==> src/rtl/sop_sweeper_if.sv <==
// Command/result bundle for sop_sweeper: mask programming, sweep start and per-vector results.
interface sop_sweeper_if #(
    parameter int N = 4
);
    localparam int M = 2**N;

    logic           cfg_we;
    logic [M-1:0]   cfg_mask;
    logic           start;
    logic [M-1:0]   exp_mask;
    logic           busy;
    logic           out_valid;
    logic [N-1:0]   out_vec;
    logic           out_s;
    logic           out_mismatch;
    logic           done;
    logic [N:0]     err_count;
    logic [N:0]     ones_count;

    modport master (
        output cfg_we, cfg_mask, start, exp_mask,
        input  busy, out_valid, out_vec, out_s, out_mismatch, done, err_count, ones_count
    );

    modport slave (
        input  cfg_we, cfg_mask, start, exp_mask,
        output busy, out_valid, out_vec, out_s, out_mismatch, done, err_count, ones_count
    );
endinterface

==> src/rtl/sop_sweeper.sv <==
// Programmable N-input sum-of-products held as a minterm mask, swept exhaustively once per start
// and checked against a captured expected truth table.
module sop_sweeper #(
    parameter int N = 4
) (
    input  logic          i_clk,
    input  logic          i_reset,
    sop_sweeper_if.slave  bus
);
    localparam int M = 2**N;

    typedef enum logic [1:0] {
        S_IDLE  = 2'd0,
        S_SWEEP = 2'd1,
        S_DONE  = 2'd2
    } state_t;

    state_t         r_state;
    state_t         w_next;
    logic [M-1:0]   r_mask;
    logic [M-1:0]   r_exp;
    logic [N-1:0]   r_cnt;
    logic [N:0]     r_err_count;
    logic [N:0]     r_ones_count;

    logic           w_accept;
    logic           w_last;
    logic           w_s;
    logic           w_mis;

    assign w_accept = (r_state == S_IDLE) && bus.start;
    assign w_last   = (r_cnt == N'(M-1));

    // Raw function/compare bits; gated by state in the output decode.
    assign w_s   = r_mask[r_cnt];
    assign w_mis = r_mask[r_cnt] ^ r_exp[r_cnt];

    always_ff @(posedge i_clk) begin
        if (i_reset) r_state <= S_IDLE;
        else         r_state <= w_next;
    end

    always_comb begin
        w_next = r_state;
        case (r_state)
            S_IDLE:  if (bus.start) w_next = S_SWEEP;
            S_SWEEP: if (w_last)    w_next = S_DONE;
            S_DONE:                 w_next = S_IDLE;
            default:                w_next = S_IDLE;
        endcase
    end

    always_comb begin
        bus.busy         = (r_state != S_IDLE);
        bus.out_valid    = (r_state == S_SWEEP);
        bus.done         = (r_state == S_DONE);
        bus.out_vec      = '0;
        bus.out_s        = 1'b0;
        bus.out_mismatch = 1'b0;
        if (r_state == S_SWEEP) begin
            bus.out_vec      = r_cnt;
            bus.out_s        = w_s;
            bus.out_mismatch = w_mis;
        end
    end

    // A cfg write coinciding with an accepted start lands on the same edge, so the sweep sees the new mask.
    always_ff @(posedge i_clk) begin
        if (i_reset) begin
            r_mask       <= '0;
            r_exp        <= '0;
            r_cnt        <= '0;
            r_err_count  <= '0;
            r_ones_count <= '0;
        end else begin
            case (r_state)
                S_IDLE: begin
                    if (bus.cfg_we) r_mask <= bus.cfg_mask;
                    if (w_accept) begin
                        r_exp        <= bus.exp_mask;
                        r_cnt        <= '0;
                        r_err_count  <= '0;
                        r_ones_count <= '0;
                    end
                end
                S_SWEEP: begin
                    r_ones_count <= r_ones_count + {{N{1'b0}}, w_s};
                    r_err_count  <= r_err_count + {{N{1'b0}}, w_mis};
                    if (!w_last) r_cnt <= r_cnt + 1'b1;
                end
                default: ;
            endcase
        end
    end

    assign bus.err_count  = r_err_count;
    assign bus.ones_count = r_ones_count;
endmodule
==> src/flat_wrapper.sv <==
// flat-port wrapper written by rule: the top's interface ports become plain ports
module sop_sweeper_flat 
#(
    parameter int N = 4
)
  (i_clk, i_reset, bus_cfg_we, bus_cfg_mask, bus_start, bus_exp_mask, bus_busy, bus_out_valid, bus_out_vec, bus_out_s, bus_out_mismatch, bus_done, bus_err_count, bus_ones_count);
  sop_sweeper_if #(.N(N)) bus_i ();
  input  logic i_clk;
  input  logic i_reset;
  input wire logic [$bits(bus_i.cfg_we)-1:0] bus_cfg_we;
  input wire logic [$bits(bus_i.cfg_mask)-1:0] bus_cfg_mask;
  input wire logic [$bits(bus_i.start)-1:0] bus_start;
  input wire logic [$bits(bus_i.exp_mask)-1:0] bus_exp_mask;
  output wire logic [$bits(bus_i.busy)-1:0] bus_busy;
  output wire logic [$bits(bus_i.out_valid)-1:0] bus_out_valid;
  output wire logic [$bits(bus_i.out_vec)-1:0] bus_out_vec;
  output wire logic [$bits(bus_i.out_s)-1:0] bus_out_s;
  output wire logic [$bits(bus_i.out_mismatch)-1:0] bus_out_mismatch;
  output wire logic [$bits(bus_i.done)-1:0] bus_done;
  output wire logic [$bits(bus_i.err_count)-1:0] bus_err_count;
  output wire logic [$bits(bus_i.ones_count)-1:0] bus_ones_count;
  assign bus_i.cfg_we = bus_cfg_we;
  assign bus_i.cfg_mask = bus_cfg_mask;
  assign bus_i.start = bus_start;
  assign bus_i.exp_mask = bus_exp_mask;
  assign bus_busy = bus_i.busy;
  assign bus_out_valid = bus_i.out_valid;
  assign bus_out_vec = bus_i.out_vec;
  assign bus_out_s = bus_i.out_s;
  assign bus_out_mismatch = bus_i.out_mismatch;
  assign bus_done = bus_i.done;
  assign bus_err_count = bus_i.err_count;
  assign bus_ones_count = bus_i.ones_count;
  sop_sweeper #(.N(N)) u_core (.i_clk(i_clk), .i_reset(i_reset), .bus(bus_i));
endmodule
==> config.mk <==
export PLATFORM = sky130hd
export DESIGN_NAME = sop_sweeper_flat
export DESIGN_NICKNAME = d
export VERILOG_FILES = /design/src/rtl/sop_sweeper_if.sv /design/src/rtl/sop_sweeper.sv /design/src/flat_wrapper.sv
export SDC_FILE = /design/constraint.sdc
export NUM_CORES = 1
export LEC_CHECK = 0
export ABC_AREA = 1
export CORE_ASPECT_RATIO = 0.6
export CORE_UTILIZATION = 44
export DETAILED_ROUTE_END_ITERATION = 6
export PLACE_DENSITY = 0.75
export SLEW_MARGIN = 0
export SYNTH_ARGS = -nofsm -noshare
export SYNTH_HDL_FRONTEND = slang
export SYNTH_SLANG_ARGS = --single-unit
==> constraint.sdc <==
create_clock -name i_clk -period 2.1 [get_ports i_clk]
set_clock_uncertainty 0.1 [all_clocks]
set_input_delay 0.63 -clock i_clk [delete_from_list [all_inputs] [get_ports i_clk]]
set_output_delay 0.63 -clock i_clk [all_outputs]
set_load 0.05 [all_outputs]
==> results of run 1 <==
[metrics by stage]
stage / power [W] / setup WS, ns / cells
after floorplan: 0.001314 / -0.2125 / 310
final: 0.002137 / -0.3761 / 439
after global placement: 0.001487 / 0.0008017 / 425
after detailed placement: 0.001499 / -0.03360 / 425
after CTS: 0.002067 / -0.3082 / 436
after global routing: 0.002245 / -0.4734 / 439
[power groups by stage]
stage,clock [W],combinational (W),sequential (W)
2_1_floorplan,0,0.000294,0.00102
3_3_place_gp,0,0.000476,0.00101
3_5_place_dp,0,0.000486,0.00101
4_1_cts,0.000570,0.000504,0.000993
5_1_grt,0.000607,0.000634,0.00100
6_report,0.000565,0.000574,0.000998
[sequential cells by signal, summed over array words and instances, names as in the netlist]
name and cells:
u_core.r_state 2, u_core.bus.err_count 5, u_core.r_mask 16, u_core.r_exp 16, u_core.bus.ones_count 5, u_core.r_cnt 4
[timing repair]
| item | CTS | global route |
|---|---|---|
| cloned | 1 | 1 |
| setup endpoints to repair | 3 | 14 |
| hold buffers | 0 | 0 |
| setup buffers | 2 | 2 |
| resized for setup | 7 | 39 |
| pin swaps | 2 | 20 |
[how the worst min path moves through the flow]
stage	start	endpoint	slack (ns)	depth (start not counted)
3_5_place_dp	u_core.r_mask[8]	u_core.r_mask[8]	0.35	2
5_1_grt	u_core.r_mask[8]	u_core.r_mask[8]	0.39	2
4_1_cts	u_core.r_mask[8]	u_core.r_mask[8]	0.36	2
2_1_floorplan	u_core.r_mask[10]	u_core.r_mask[10]	0.32	2
6_report	u_core.r_mask[8]	u_core.r_mask[8]	0.36	2
3_3_place_gp	u_core.bus.err_count[4]	u_core.bus.err_count[4]	0.35	1
[cells by family (layout without fill, tap and decap cells)]
family	Yosys count	in the layout	share of synthesized area, %
buffers and inverters	62	128	12.51
XOR/XNOR	1	1	0.3875
AO/OA/AOI/OAI	84	84	19.31
AND/OR/NAND/NOR	110	110	22.52
adder cells (fa/ha/maj)	5	5	2.767
flip-flops	48	48	42.50
[cell type report]
| type | count | area share (%) |
|---|---|---|
| clock buffer | 8 | 2.741 |
| inverter | 46 | 5.558 |
| multi-input combinational | 200 | 35.67 |
| sequential | 48 | 29.35 |
| tap | 63 | 2.398 |
| timing repair buffer | 74 | 24.29 |
[metal layers]
| metal | wire [um] | part of all wire (%) | up-vias |
|---|---|---|---|
| li1 | - | - | 1135 |
| met1 | 2782 | 48 | 999 |
| met2 | 2561 | 45 | 61 |
| met3 | 366 | 6.4 | 4 |
| met4 | 38 | 0.66 | 0 |
| met5 | 0 | 0 | - |
[cells in the final DEF (no fill, tap or decap), types with 2 or more instances in the layout]
cell	instances
sky130_fd_sc_hd__a21oi_1	35
sky130_fd_sc_hd__a22oi_1	3
sky130_fd_sc_hd__buf_12	10
sky130_fd_sc_hd__buf_4	24
sky130_fd_sc_hd__buf_6	2
sky130_fd_sc_hd__clkbuf_1	2
sky130_fd_sc_hd__clkbuf_8	6
sky130_fd_sc_hd__clkdlybuf4s50_1	35
sky130_fd_sc_hd__dfxtp_1	47
sky130_fd_sc_hd__ha_4	4
sky130_fd_sc_hd__inv_1	37
sky130_fd_sc_hd__inv_2	7
sky130_fd_sc_hd__nand2_1	35
sky130_fd_sc_hd__nand2_2	12
sky130_fd_sc_hd__nand2_4	2
sky130_fd_sc_hd__nand3_1	13
sky130_fd_sc_hd__nand3_2	13
sky130_fd_sc_hd__nand4_1	2
sky130_fd_sc_hd__nor2_1	25
sky130_fd_sc_hd__nor2_2	3
sky130_fd_sc_hd__nor2_4	3
sky130_fd_sc_hd__o21ai_0	35
sky130_fd_sc_hd__o21ai_1	4
sky130_fd_sc_hd__o21ai_2	4
[worst register-to-register path, stage by stage, from the launching register on]
cell	delay, ns
sky130_fd_sc_hd__dfxtp_4	0.38
sky130_fd_sc_hd__clkbuf_16	0.16
sky130_fd_sc_hd__o21ai_2	0.13
sky130_fd_sc_hd__nand2_1	0.08
sky130_fd_sc_hd__nand3_2	0.07
sky130_fd_sc_hd__nand3_1	0.08
sky130_fd_sc_hd__nand2_2	0.09
sky130_fd_sc_hd__inv_2	0.05
sky130_fd_sc_hd__nand2_2	0.06
sky130_fd_sc_hd__nand2_2	0.07
sky130_fd_sc_hd__buf_4	0.14
sky130_fd_sc_hd__inv_4	0.05
sky130_fd_sc_hd__ha_4	0.13
sky130_fd_sc_hd__ha_4	0.13
sky130_fd_sc_hd__nand3_2	0.10
sky130_fd_sc_hd__nor2_2	0.11
sky130_fd_sc_hd__o21ai_1	0.06
sky130_fd_sc_hd__a21oi_1	0.11
==> impl_results.md, run 1 <==
- R2r startpoint: u_core.r_cnt[0]
- Max Cap Violations: 0
- Drt first pass iters: 4
- Unique masters post-synth: 29
- Die span in y: 57.53 um
- Via count: 2199
- Overall routing resource usage: a little over a fifth
- Worst skew pair latency: between 0.3 and 0.4 ns
- Outcome: complete, but fails checks
- Peak supply drop: between 0.0003 and 0.0004 V
- Number of levels in the clock H-tree: 2
- Failing checks: negative setup slack
- Crit-path cells: clkbuf_16 > o21ai_2 > nand2_1 > nand3_2 > nand3_1 > nand2_2 > inv_2 > nand2_2 > nand2_2 > nor2_4 > buf_12
- Critical Path Start Type: register
- EDFF count, synth: 0
- Number of cells traversed by the worst register-to-register path: 17
- Synthesized area per cell: 7.293 um^2
- Final worst-path cycle share: 117.9%
- Post-route worst setup slack: -0.3761 ns
- Clock slew seen by the registers of the worst setup and hold paths: 0.08 ns
- Net Sw Frac: between 20% and 30%
- Number of global-route vias before repair: around 1900
- Final sum of negative setup slack: -0.8123 ns
- Largest fanout of any net on the critical path: 6
- Number of antenna violations at the first check in global routing: 0
- Critical path launch point: u_core.r_cnt[0]
- Power per Cell Area: 650.1 nW/um^2
- Synth top cells by count: 48 x sky130_fd_sc_hd__dfxtp_1, 42 x sky130_fd_sc_hd__nand2_1, 39 x sky130_fd_sc_hd__inv_1
- Half-perimeter wire length after placement: approximately 4.0 mm
- Syn-to-layout area delta: 45.38%
- Dominant synthesized flop cell: sky130_fd_sc_hd__dfxtp_1
- Part of the power in the clock network: 26.4%
- Area used by sequential logic in the layout: 964.7 um^2
- Final Max Tran Viols: 0
- Worst hold slack: roughly 0.36 ns
- Area of the multi-input gates: about 1200 um^2
- Synthesis-stage register bit count: between 40 and 50
- Die width: around 95 um
- Critical Path End Type: output port
- Cell with the largest stage delay on the worst path: sky130_fd_sc_hd__dfxtp_4
- Final routed wirelength across all metal layers: approximately 5.7 mm
- CTS root buf: sky130_fd_sc_hd__clkbuf_8
- Fraction of synthesized cell area taken by the top area cell type: 42.50%
- R2R Path End: u_core.bus.err_count[4]
- Number of buffer and inverter instances along the worst setup path: 3
- Setup CP Type: register to output port
- Syn Inst Count: 310
- Static leakage: approximately 1.4 nW
- Fmax: roughly 400 MHz
- Remaining design rule violation count: 0
- Number of nets produced by synthesis: around 350
- Number of input and output port buffers inserted: 54
- Starting utilization of the core area: between 40% and 50%
- Routed wire per std cell: roughly 13 um
- DRT iter0 DRCs: 99
- Detailed-route vias per instance: ~5.0
- Required arrival time at the worst endpoint: between 1 and 1.5 ns
- Final antenna-violating net count: 0
- Worst setup slack for register-to-register paths: -0.06 ns
- Post-route cell area: about 3300 um^2
- Power share of the sequential group: between 40 and 50%
- CP most frequent cell: sky130_fd_sc_hd__nand2_2
- Mapped cell area: 2261 um^2
- Dominant cell by count in the synthesized netlist: sky130_fd_sc_hd__dfxtp_1
- Largest net degree at the start of global routing: 34
- Fraction of synthesis flops using an asynchronous set or reset pin: 0%
- Placer Congestion: slightly above 0.8
- DP Area: between 2000 and 3000 um^2
- Highest-utilization routing layer at the global route stage: met1
- Capture point of the worst path: bus_out_mismatch
- Net switching power figure: between 0.0006 and 0.0007 W
- Arr. time, crit path: around 1.8 ns
- Antenna cells: 0
- Setup violators final: 4
- GR Layer Usage met3: under 10%
- Critical path's largest stage delay: 0.38 ns
- Clock tree from TritonCTS: done
- Floorplan die area: 5438 um^2
- Ratio of cells with drive above 1 in the final layout: between 20% and 30%
- Number of gates on the worst path with buffers counted: 11
- Global-route wire length before repair: roughly 8.9 mm
- Ports: 55
- Sequential share of the synthesized area: 42.50%
- # rows: 19
- Filler cells: 385
- Max-slew headroom: between 80 and 90%
- Total clock buffers created by CTS: 5
- Utilization after layout: 69.13%
- Nets: between 400 and 500
- Warnings, synthesis: 0
- Post-layout min period: between 2 and 2.5 ns
- Global-route congestion overflow total: 0
- Cell internal power dissipation: about 0.0015 W
- Comb pwr share: approximately 27%
- Clock sinks: 48
- Number of buffers between clock root and the deepest sink: 2
- Grt met1 use: 32.10%
- Hold crit path type: register to register
- Setup repair after global routing missed its margin: true
- Family with the most delay on the worst path: simple AND/OR/NAND/NOR gates
- Transition time of the tightest slew-check pin: about 0.27 ns
- Final-report hold violation count: 0
- Main area contributors after synthesis: sky130_fd_sc_hd__dfxtp_1 43%, sky130_fd_sc_hd__o21ai_0 8.2%, sky130_fd_sc_hd__a21oi_1 8.0%
- Core area: around 4800 um^2
- Met2 GRT Util: around 30%
- Cell type with the largest total area after synthesis: sky130_fd_sc_hd__dfxtp_1
Note: power is estimated with default switching activity, not from simulation.
==> run 2, diff against run 1 <==
==> constraint.sdc (replaced) <==
create_clock -name i_clk -period 2.1 [get_ports i_clk]
set_clock_uncertainty 0.1 [all_clocks]
set_input_delay 0.63 -clock i_clk [delete_from_list [all_inputs] [get_ports i_clk]]
set_output_delay 0.63 -clock i_clk [all_outputs]
set_load 0.01 [all_outputs]
==> impl_results.md, run 2 (synthesized netlist as in run 1, its figures left out) <==
- Outcome: complete, but fails checks
- Failing checks: negative setup slack
- Power share of the sequential group: a little under half
- Placer Congestion: between 0.8 and 0.9
- Registers with the highest flip-flop counts: u_core.r_exp (16), u_core.r_mask (16)
- Setup slack after placement: -0.4183 ns
- Transition time of the tightest slew-check pin: ~0.33 ns
- Required arrival time at the worst endpoint: 1.37 ns
- Filler cells: ~390
- Final worst-path cycle share: 116.0%
- Remaining design rule violation count: 0
- Drt first pass iters: 4
- Floorplan die area: approximately 5400 um^2
- Clock tree from TritonCTS: done
- Net switching power figure: slightly above 0.0006 W
- GR Layer Usage met3: about 7.5%
- Critical Path End Type: output port
- Power per Cell Area: between 600 and 700 nW/um^2
- Net Sw Frac: 28.74%
- Grt met1 use: 33.03%
- Peak supply drop: 0.0003268 V
- Critical Path Start Type: register
- Cell internal power dissipation: 0.001521 W
- Syn-to-layout area delta: 49.31%
- Starting utilization of the core area: a little under half
- Routed wire per std cell: around 13 um
- Number of input and output port buffers inserted: 54
- Most frequent cells in the layout: 46 x sky130_fd_sc_hd__clkdlybuf4s50_1, 44 x sky130_fd_sc_hd__buf_4, 42 x sky130_fd_sc_hd__dfxtp_1, 37 x sky130_fd_sc_hd__inv_1, 37 x sky130_fd_sc_hd__nand2_1
- Die span in y: between 50 and 60 um
- Ports: between 50 and 60
- Largest fanout of any net on the critical path: 6
- Overall routing resource usage: 23.59%
- Post-route worst setup slack: -0.3354 ns
- Detailed-route vias per instance: 4.887
- Global-route wire length before repair: ~9.6 mm
- Core area: roughly 4800 um^2
- Largest net degree at the start of global routing: 34
- Hold crit path type: register to register
- Half-perimeter wire length after placement: approximately 4 mm
- DRT iter0 DRCs: between 100 and 150
- Comb pwr share: around a quarter
- Number of global-route vias before repair: ~2100
- Number of antenna violations at the first check in global routing: 0
- Post-layout min period: 2.435 ns
- Met2 GRT Util: about a third
- CTS root buf: sky130_fd_sc_hd__clkbuf_8
- Highest-utilization routing layer at the global route stage: met2
- Final routed wirelength across all metal layers: slightly above 6 mm
- Max-slew headroom: 77.73%
- Worst skew pair latency: approximately 0.31 ns
- Setup repair after global routing missed its margin: true
- Final antenna-violating net count: 0
- Nets: 446
- Setup CP Type: register to output port
- Final-report hold violation count: 0
- Via count: 2292
- Arr. time, crit path: between 1.5 and 2 ns
- Fmax: ~400 MHz
- Global-route congestion overflow total: 0
- Antenna cells: 0
- # rows: 19
- Max Cap Violations: 0
- Final Max Tran Viols: 0
- Clock slew seen by the registers of the worst setup and hold paths: 0.09 ns
- Leading cell type in the layout, fill and taps excluded: sky130_fd_sc_hd__clkdlybuf4s50_1
- Static leakage: 1.467 nW
- Clock sinks: 48
- Ratio of cells with drive above 1 in the final layout: around 27%
- Part of the power in the clock network: a little over a quarter
- Number of buffers between clock root and the deepest sink: 2
- Setup violators final: 9
- Total clock buffers created by CTS: 5
- Worst hold slack: approximately 0.37 ns
- Die width: around 95 um
- Number of levels in the clock H-tree: 2
[run 2: changes by cell type in the layout (fill, tap and decap cells not counted), moves of 3 or more]
cell and change:
sky130_fd_sc_hd__buf_4 +20, sky130_fd_sc_hd__clkdlybuf4s50_1 +11, sky130_fd_sc_hd__buf_12 -9, sky130_fd_sc_hd__nand3_2 -6
sky130_fd_sc_hd__dfxtp_1 -5, sky130_fd_sc_hd__nand3_1 +5, sky130_fd_sc_hd__dfxtp_2 +4, sky130_fd_sc_hd__dlygate4sd2_1 +3
[run 2: layout make-up]
class / instances / area, um^2 / area share [%]
multi-input cells: 200 / 1134 / 33.58
flip-flops and latches: 48 / 973.4 / 28.84
repair buffers: 104 / 919.6 / 27.24
inverters: 46 / 180.2 / 5.337
clock buffers: 8 / 90.09 / 2.669
well taps: 63 / 78.83 / 2.335
[run 2: stage by stage]
| step | std cells | instance area, um^2 | utilization, % | setup TNS [ns] | power (W) |
|---|---|---|---|---|---|
| 2_1_floorplan | 310 | 2261 | - | 0 | 0.001277 |
| 3_3_place_gp | 453 | 3100 | 65.21 | -0.5814 | 0.001480 |
| 3_5_place_dp | 453 | 3100 | 65.21 | -0.8749 | 0.001492 |
| 4_1_cts | 465 | 3283 | 69.05 | -0.4903 | 0.002094 |
| 5_1_grt | 469 | 3376 | 71.00 | -2.530 | 0.002251 |
| 6_report | 469 | 3376 | 71.00 | -1.444 | 0.002135 |
[run 2: worst paths after layout]
kind	end	from	slack, ns	cells after the start
setup / recovery	bus_out_mismatch	u_core.r_cnt[0]	-0.34	12
hold reg to reg	u_core.bus.err_count[4]	u_core.bus.err_count[4]	0.37	1
hold / removal	u_core.bus.err_count[4]	u_core.bus.err_count[4]	0.37	1
setup reg to reg	u_core.bus.err_count[4]	u_core.r_cnt[0]	-0.19	19
[run 2: critical path, stage by stage (launching register included)]
cell and delay [ns]:
sky130_fd_sc_hd__dfxtp_4 0.40, sky130_fd_sc_hd__buf_6 0.14, sky130_fd_sc_hd__nand2_2 0.06, sky130_fd_sc_hd__o21ai_2 0.06, sky130_fd_sc_hd__nand2_1 0.10, sky130_fd_sc_hd__nand3_2 0.09, sky130_fd_sc_hd__nand3_2 0.09, sky130_fd_sc_hd__nand2_2 0.10
sky130_fd_sc_hd__inv_2 0.05, sky130_fd_sc_hd__nand2_2 0.05, sky130_fd_sc_hd__nand2_2 0.05, sky130_fd_sc_hd__nor2_2 0.07, sky130_fd_sc_hd__buf_2 0.13
[run 2: power groups by stage]
stage | combinational, W | clock (W) | sequential (W)
floorplan | 0.000268 | 0 | 0.00101
global placement | 0.000469 | 0 | 0.00101
detailed placement | 0.000478 | 0 | 0.00101
CTS | 0.000513 | 0.000585 | 0.000996
global route | 0.000613 | 0.000633 | 0.00100
finish | 0.000560 | 0.000576 | 0.000999
[run 2: metal layers]
metal | routed length [um] | vias up
met2 | 2680 | 63
li1 | - | 1198
met1 | 2916 | 1023
met5 | 0 | -
met4 | 87 | 0
met3 | 359 | 8
[run 2: repair_timing]
item | 4_1_cts | 5_1_grt
cloned | 1 | 1
buffers inserted | 3 | 3
endpoints found under the hold margin | 0 | 0
hold buffers | 0 | 0
resized for setup | 39 | 24
endpoints found under the setup margin | 11 | 17
pin swaps | 9 | 8
==> run 3, diff against run 2 <==
--- a/config.mk
+++ b/config.mk
@@ -6,6 +6,7 @@
 export NUM_CORES = 1
 export LEC_CHECK = 0
 export ABC_AREA = 1
+export CAP_MARGIN = 10
 export CORE_ASPECT_RATIO = 0.6
 export CORE_UTILIZATION = 44
 export DETAILED_ROUTE_END_ITERATION = 6
==> results of run 3 <==
Same layout as run 2: the final DEF is identical, and so are final timing and power.
==> variant: new RTL, flow settings as in run 2 <==
`N` is set to 4 in 3 places; all go to 3.
--- a/src/rtl/sop_sweeper_if.sv
+++ b/src/rtl/sop_sweeper_if.sv
@@ -2,3 +2,3 @@
 interface sop_sweeper_if #(
-    parameter int N = 4
+    parameter int N = 3
 );
--- a/src/rtl/sop_sweeper.sv
+++ b/src/rtl/sop_sweeper.sv
@@ -3,3 +3,3 @@
 module sop_sweeper #(
-    parameter int N = 4
+    parameter int N = 3
 ) (
--- a/src/flat_wrapper.sv
+++ b/src/flat_wrapper.sv
@@ -3,3 +3,3 @@
 #(
-    parameter int N = 4
+    parameter int N = 3
 )
Ports: changed (5 resized); port bits go from 55 to 36. The function was not compared with the original's and may differ.
==> variant against run 2 <==
The run still ends with setup timing left; sequential cell count shrank 19; total power down 34%; first-iteration DRC count is 68% lower; setup slack improved by 0.25 ns; synthesized area is 37% lower; wire length decreased by 41%; die area fell by 36%; cell area decreased by 38%; largest power group unchanged; highest routed layer unchanged.
==> variant: results (changes against run 2) <==
----------------------------------------------------
[GRT]
  Total routing usage reported by global routing ... 0.211 (-0.0250)
  First-pass GRT wire length ... 5240 µm (-45%)

[STA]
  Setup slack after layout ... -0.0869 ns (+0.248 ns)
  Total of endpoints with negative setup slack in the final report ... 1 (-8)

[Synth]
  Most repeated cell in the gate-level netlist after synthesis ... sky130_fd_sc_hd__nand2_1
  Synthesized-area fraction occupied by ao, oa, aoi and oai cells ... 0.185 (-0.00812)
  Part of the Yosys area used for sequential elements ... 0.409 (-0.0162)
  Synthesized-area fraction occupied by adder cells ... 0.0529 (+0.0252)
  Top cell types by occurrence after synthesis ... sky130_fd_sc_hd__nand2_1 (42), sky130_fd_sc_hd__dfxtp_1 (29), sky130_fd_sc_hd__a21oi_1 (28), sky130_fd_sc_hd__inv_1 (24), sky130_fd_sc_hd__o21ai_0 (16)

[CTS]
  Number of gates given a new drive strength after cts ... 21 (-46%)

[Setup path]
  Critical R2R Capture ... u_core.bus.err_count[2]$_SDFFE_PP0P_
  Depth of the most critical reg-to-reg path ... 14 (-5)
  Max FO, Critical Path ... 4 (-2)

[Placement]
  Cell area after placement ... 1930 µm² (-38%)

[Route]
  Total via count in the routed design ... 1446 (-37%)
  First DRT Iteration DRCs ... 44 (-68%)

[Outcome]
  Violated checks ... setup timing
  Run status ... finished, violations left

[Power and ir drop]
  Switching power summed over all nets ... 393 µW (-36%)
  Peak VDD IR ... 0.000426 V (+30%)
  Leak ... 0.000952 µW (-35%)
  Power in the clock group ... 510 µW (-11%)
  Combinational power ... 303 µW (-46%)

[Worst hold path]
  Number of instances on the worst hold path ... 2 (+1)
  End point of the most critical hold path ... u_core.r_exp[0]$_SDFFE_PP0P_

[Final layout]
  Largest registers ranked by flip-flop count ... u_core.r_exp: 8 flops, u_core.r_mask: 8 flops
  Post-layout nets ... 277 (-38%)

----------------------------------------------------
-- variant: changes by cell type after synthesis, moves of 4 or more --
| cell | change |
|---|---|
| sky130_fd_sc_hd__dfxtp_1 | -19 |
| sky130_fd_sc_hd__inv_1 | -15 |
| sky130_fd_sc_hd__a21oi_1 | -8 |
| sky130_fd_sc_hd__o21ai_0 | -21 |
| sky130_fd_sc_hd__nand3_1 | -9 |
| sky130_fd_sc_hd__inv_2 | -5 |
| sky130_fd_sc_hd__nor2_1 | -20 |
| sky130_fd_sc_hd__a22oi_1 | -4 |
-- variant: worst max-delay path, delay by kind of cell, from the launching register on --
kind,cells,cell delay (ns)
buffers and inverters,2,0.25
flip-flops,1,0.40
AND/OR/NAND/NOR,8,0.55
-- variant: cell type report --
cell class	count	area, µm²
fillers	263	871
multi-input cells	133	746
clock inverters	1	5.00
inverters	26	105
well taps	42	52.6
flip-flops and latches	29	587
clock buffers	7	96.3
repair buffers	56	503
-- variant: metal layers --
metal / vias up / GRT usage / part of all wire / wire length [µm]
li1: 750 / - / - / -
met1: 652 / 0.280 / 0.49 / 1740
met2: 38 / 0.318 / 0.44 / 1570
met3: 6 / 0.0686 / 0.054 / 191
met4: 0 / 0.0852 / 0.010 / 37
met5: - / 0 / 0 / 0
-- variant: through the flow --
stage	hold WS, ns	worst slack (ns)	instances	total power (µW)	TNS [ns]
final	0.361	-0.0869	294	1420	-0.0869
after global routing	0.381	-0.180	294	1480	-0.229
after CTS	0.358	-0.0583	294	1400	-0.0583
after detailed placement	0.350	-0.263	286	891	-0.358
after global placement	0.346	-0.219	286	886	-0.323
after floorplan	0.329	0.195	195	770	0
